<file path="config.mk">
export PLATFORM = sky130hd
export DESIGN_NAME = mux_select_sequencer
export DESIGN_NICKNAME = d
export VERILOG_FILES = /design/src/rtl/mux_lab_pkg.sv /design/src/rtl/sel_index_counter.sv /design/src/rtl/mux_select_sequencer.sv
export SDC_FILE = /design/constraint.sdc
export NUM_CORES = 1
export LEC_CHECK = 0
export BUFFER_PORTS_ARGS = -buffer_cell sky130_fd_sc_hd__buf_2
export CORE_ASPECT_RATIO = 1.5
export CORE_MARGIN = 10
export CORE_UTILIZATION = 55
export CTS_CLUSTER_DIAMETER = 120
export CTS_CLUSTER_SIZE = 20
export DETAILED_ROUTE_END_ITERATION = 8
export HOLD_SLACK_MARGIN = 0.15
export PLACE_DENSITY = 0.95
export SLEW_MARGIN = 5
export SYNTH_ARGS = -nofsm -noshare
export SYNTH_HDL_FRONTEND = slang
export SYNTH_SLANG_ARGS = --single-unit
</file>
<file path="constraint.sdc">
create_clock -name clk -period 2.5 [get_ports clk]
set_input_delay 0.125 -clock clk [delete_from_list [all_inputs] [get_ports clk]]
set_output_delay 0.125 -clock clk [all_outputs]
set_load 0.01 [all_outputs]
</file>
<file path="src/rtl/mux_lab_pkg.sv">
// Shared types and helpers for the mux select sequencer.
package mux_lab_pkg;

  localparam int unsigned DefaultN    = 8;
  localparam int unsigned DefaultSelW = 3;

  typedef enum logic {
    StIdle  = 1'b0,
    StShift = 1'b1
  } state_e;

  // Select index at which each word starts.
  function automatic int unsigned first_index(input bit msb_first,
                                              input int unsigned n = DefaultN);
    return msb_first ? n - 1 : 32'd0;
  endfunction

  // Select index of the final bit of each word.
  function automatic int unsigned last_index(input bit msb_first,
                                             input int unsigned n = DefaultN);
    return msb_first ? 32'd0 : n - 1;
  endfunction

endpackage

</file>
<file path="src/rtl/sel_index_counter.sv">
// Up/down select counter with load-to-first, enable and an at-last flag.
module sel_index_counter
  import mux_lab_pkg::*;
#(
  parameter int unsigned N         = DefaultN,
  parameter int unsigned SEL_W     = DefaultSelW,
  parameter bit          MSB_FIRST = 1'b0
) (
  input  logic             clk,
  input  logic             reset,
  input  logic             load_first,
  input  logic             enable,
  output logic [SEL_W-1:0] sel,
  output logic             at_last
);

  localparam logic [SEL_W-1:0] FirstIdx = SEL_W'(first_index(MSB_FIRST, N));
  localparam logic [SEL_W-1:0] LastIdx  = SEL_W'(last_index(MSB_FIRST, N));

  logic [SEL_W-1:0] sel_q;

  // Reload wins over stepping; stepping stops at the last index so it never wraps by itself.
  always_ff @(posedge clk) begin
    if (reset) begin
      sel_q <= FirstIdx;
    end else if (load_first) begin
      sel_q <= FirstIdx;
    end else if (enable && !at_last) begin
      sel_q <= MSB_FIRST ? sel_q - 1'b1 : sel_q + 1'b1;
    end
  end

  assign sel     = sel_q;
  assign at_last = (sel_q == LastIdx);

endmodule

</file>
<file path="src/rtl/mux_select_sequencer.sv">
// Serialises words through an external N:1 mux by stepping its select, one bit per handshake.
// A one-word holding buffer lets the next word stream in with no idle cycle between words.
module mux_select_sequencer
  import mux_lab_pkg::*;
#(
  parameter int unsigned N         = DefaultN,
  parameter int unsigned SEL_W     = DefaultSelW,
  parameter bit          MSB_FIRST = 1'b0
) (
  input  logic             clk,
  input  logic             reset,
  input  logic [N-1:0]     word_in,
  input  logic             word_valid,
  output logic             word_ready,
  output logic [N-1:0]     mux_in,
  output logic [SEL_W-1:0] mux_select,
  input  logic             mux_out,
  output logic             bit_out,
  output logic             bit_valid,
  input  logic             bit_ready,
  output logic             last,
  output logic             busy
);

  state_e       state_q;
  logic [N-1:0] mux_in_q;
  logic [N-1:0] buf_q;
  logic         buf_full_q;

  logic accept;
  logic xfer;
  logic at_last;

  // Ready depends only on registered state, never on bit_ready.
  assign word_ready = !reset && !buf_full_q;
  assign accept     = word_valid && word_ready;
  assign bit_valid  = (state_q == StShift);
  assign xfer       = bit_valid && bit_ready;

  sel_index_counter #(
    .N         (N),
    .SEL_W     (SEL_W),
    .MSB_FIRST (MSB_FIRST)
  ) u_sel_index_counter (
    .clk        (clk),
    .reset      (reset),
    .load_first (xfer && at_last),
    .enable     (xfer),
    .sel        (mux_select),
    .at_last    (at_last)
  );

  // Word sequencing: load the mux word, park the next one in the buffer, chain at the final bit.
  always_ff @(posedge clk) begin
    if (reset) begin
      state_q    <= StIdle;
      mux_in_q   <= '0;
      buf_q      <= '0;
      buf_full_q <= 1'b0;
    end else begin
      unique case (state_q)
        StIdle: begin
          if (accept) begin
            mux_in_q <= word_in;
            state_q  <= StShift;
          end
        end
        StShift: begin
          if (xfer && at_last) begin
            if (buf_full_q) begin
              mux_in_q   <= buf_q;
              buf_full_q <= 1'b0;
            end else if (accept) begin
              // Buffer empty and a word arrives on the final bit: skip the buffer.
              mux_in_q <= word_in;
            end else begin
              state_q <= StIdle;
            end
          end else if (accept) begin
            buf_q      <= word_in;
            buf_full_q <= 1'b1;
          end
        end
        default: state_q <= StIdle;
      endcase
    end
  end

  assign mux_in  = mux_in_q;
  assign bit_out = mux_out;
  assign last    = bit_valid && at_last;
  assign busy    = bit_valid || buf_full_q;

endmodule

</file>
==> metrics.md <==
| Metric | Value |
|---|---|
| Most area-hungry cell type in the Yosys netlist | sky130_fd_sc_hd__dfxtp_1 |
| Timing startpoint of the critical path | u_sel_index_counter.sel[0] |
| Syn nets | 147 |
| Netlist Area Pre-Place | 0.00112 mm^2 |
| Global route total overflow | 0 |
| Leading register cell type out of synthesis | sky130_fd_sc_hd__dfxtp_1 |
| Post-CTS setup buffers | 0 |
| Portion of the post-synthesis area used by sequential elements | 0.376 |
| Max-cap violations | 0 |
| Count of unique library cells instantiated by Yosys | 31 |
| Setup crit start kind | flop |
| Number of slew-limit violations in the final report | 0 |
| Number of enable-type register cells in the synthesized netlist | 0 |
| Site Rows | 19 |
| Number of placed instances, taps included | 167 |
| Worst-Skew Late Latency | 320 ps |
| Routability cong. | 0.741 |
| Via density per instance | 6.08 |
| Met2 layer wire length in the routed design | 1350 um |
| Finish-stage setup viols | 0 |
| Class of the tightest hold or removal check | in -> reg |
| Maximum clock path buffer count | 2 |
| Leakage power figure | 0.538 nW |
| Launching point of the worst reg2reg path | u_sel_index_counter.sel[0] |
| Leading cell types by count after synthesis | 21 x sky130_fd_sc_hd__dfxtp_1, 12 x sky130_fd_sc_hd__a21oi_1, 12 x sky130_fd_sc_hd__o21ai_0 |
| Final instance area | 0.00133 mm^2 |
| Data required, critical path | 2740 ps |
| Core Region | 0.00188 mm^2 |
| Post-placement setup slack | 701 ps |
| Post-synthesis sequential element count | 21 |
| Number of buffers inserted during clock tree synthesis | 3 |
| Highest ir drop seen on vdd | 0.473 mV |
| Met1 Routed Length | 1180 um |
| Area taken by multi-input logic gates | 601 um^2 |
| Fraction of layout cells with a size suffix above 1 | 0.258 |
| Min Clock Period, post-route | 1820 ps |
| Synthesized instance count | 131 |
| Cell types occupying the most area after synthesis | sky130_fd_sc_hd__dfxtp_1 38%, sky130_fd_sc_hd__a221oi_2 6.7%, sky130_fd_sc_hd__a21oi_1 5.4% |
| Placed inst area | 0.00121 mm^2 |
| Highest metal layer used by the detailed router | met4 |
| Combined flip-flop and latch cell area | 420 um^2 |
| Input/output buffers | 26 |
| Number of search-and-repair iterations in the first detailed-routing pass | 4 |
| RSZ-0062 raised after global routing | false |
| Wire length of the first global-routing pass | 4820 um |
| Pwr per Cell Area | 513 mW/mm^2 |
| WS Path Type | reg -> reg |
| # fillers | 144 |
| Worst-margin pin slew | 613 ps |
| Number of global-route vias before repair | 1051 |
| Fraction of post-synthesis cell area in the top cell type by area | 0.376 |
| Fmax achieved | 550 MHz |
| Layout Area Growth over Synthesis | 18.8% |
| Number of nets with antenna violations after detailed routing | 0 |
| Status | finished clean |
| Horizontal die dimension | 56.8 um |
| Met3 wire length | 170 um |
| Total vias in the final route | 1094 |
| Global router's overall resource usage | 0.137 |
| Syn Area/Cell | 8.54 um^2 |
| Largest fanout of any net on the critical path | 9 |
| Share of async-settable or async-resettable flops after synthesis | 0 |
| Total wire length after detailed routing | 2830 um |
| Final Hold Fails | 0 |
| NumNets Final | 176 |
| PnR worst setup slack | 682 ps |
| Clock Pin Slew Worst Setup and Hold Paths | 130 ps |
| YS warnings | 0 |
| Worst Hold Launch | bit_ready |
| Initial core utilization | 0.596 |
| Final setup skew | 16.7 ps |
| Max-slew headroom at the worst pin | 0.590 |
| Setup crit end kind | flop |
| Crit path arrival time | 2060 ps |
| Detailed placer's ending HPWL | 1950 um |
| Number of antenna violations at the first check in global routing | 0 |
| Wire length per cell after detailed routing | 15.7 um |
| Die area | 0.00427 mm^2 |
| H-Tree Level Count | 1 |
| Total design power | 0.681 mW |
| Final non-filler cell total | 180 |
| Number of design rule violations left after detail routing | 0 |
| Die outline height | 75.2 um |
| Largest net degree at the start of global routing | 26 |
| Initial DRC Count | 30 |
| CTS tree | done |
| Clock Sink Count | 21 |
| I/O pin count | 29 |
| Most used standard cell by instance count after synthesis | sky130_fd_sc_hd__dfxtp_1 |
| Ant. Diodes | 0 |
| Root Buffer Master | sky130_fd_sc_hd__clkbuf_4 |
| Share of the cycle needed by the critical path after routing | 0.727 |
| Setup TNS after final layout | 0 ps |
==> report_power, final <==
part | switching, mW | total (mW) | leakage [nW] | internal [mW]
sequential | 0.0171 | 0.372 | 0.172 | 0.354
combinational | 0.0782 | 0.142 | 0.349 | 0.0636
clock | 0.108 | 0.168 | 0.0177 | 0.0598
total | 0.203 | 0.681 | 0.538 | 0.478
==> cell type report <==
cell class / count / area share
sequential: 21 / 0.316
multi-input combinational: 90 / 0.452
clock inverter: 1 / 0.00377
clock buffer: 3 / 0.0169
timing repair buffer: 35 / 0.166
inverter: 9 / 0.0254
tap: 21 / 0.0198
==> timing repair <==
action,CTS,global route
hold buffers,9,0
endpoints found under the hold margin,9,0
resized for setup,0,0
==> path summary, 6_finish.rpt <==
kind | depth (start not counted) | endpoint | slack (ps)
min reg2reg | 2 | mux_in[5] | 470
min | 4 | bit_valid | 240
max | 5 | mux_in[3] | 680
max reg2reg | 5 | mux_in[3] | 680
==> kinds of logic after synthesis <==
group / count (synthesis) / synth area share
adder cells (fa/ha/maj): 3 / 0.0336
AND/OR/NAND/NOR: 34 / 0.167
AO/OA/AOI/OAI: 50 / 0.307
buffers and inverters: 20 / 0.0872
flip-flops: 21 / 0.376
multiplexers: 3 / 0.0302
==> critical path, stage by stage (launching register included) <==
cell	delay (ps)
sky130_fd_sc_hd__dfxtp_1	390
sky130_fd_sc_hd__ha_1	190
sky130_fd_sc_hd__ha_1	320
sky130_fd_sc_hd__nand3_1	220
sky130_fd_sc_hd__a22o_4	370
sky130_fd_sc_hd__a221oi_2	270
==> flip-flops by register name, summed over array words and instances, names as in the netlist <==
register,cells
buf_q,8
u_sel_index_counter.sel,3
mux_in,8
bit_valid,1
buf_full_q,1
==> layer usage <==
metal,global-route usage,vias to the layer above
met2,0.226,49
li1,-,526
met3,0.0320,13
met5,0,-
met1,0.154,506
met4,0.0916,0
==> layout by cell type, fill, tap and decap left out, types with 5 or more instances in the layout <==
| master | instances |
|---|---|
| sky130_fd_sc_hd__o21ai_0 | 12 |
| sky130_fd_sc_hd__a21oi_1 | 12 |
| sky130_fd_sc_hd__o21ai_1 | 10 |
| sky130_fd_sc_hd__nand2_1 | 8 |
| sky130_fd_sc_hd__buf_2 | 26 |
| sky130_fd_sc_hd__dlygate4sd3_1 | 9 |
| sky130_fd_sc_hd__dfxtp_1 | 21 |
| sky130_fd_sc_hd__nand3_1 | 10 |
| sky130_fd_sc_hd__and2_1 | 6 |
| sky130_fd_sc_hd__inv_1 | 9 |
| sky130_fd_sc_hd__a221oi_2 | 5 |
==> metrics by stage <==
| stage | util | hold slack (ps) |
|---|---|---|
| finish | 0.708 | 243 |
| global route | 0.708 | 250 |
| CTS | 0.708 | 231 |
| detailed placement | 0.645 | 250 |
| global placement | 0.645 | 250 |
| floorplan | - | 273 |
(Power assumes the default switching activity.)
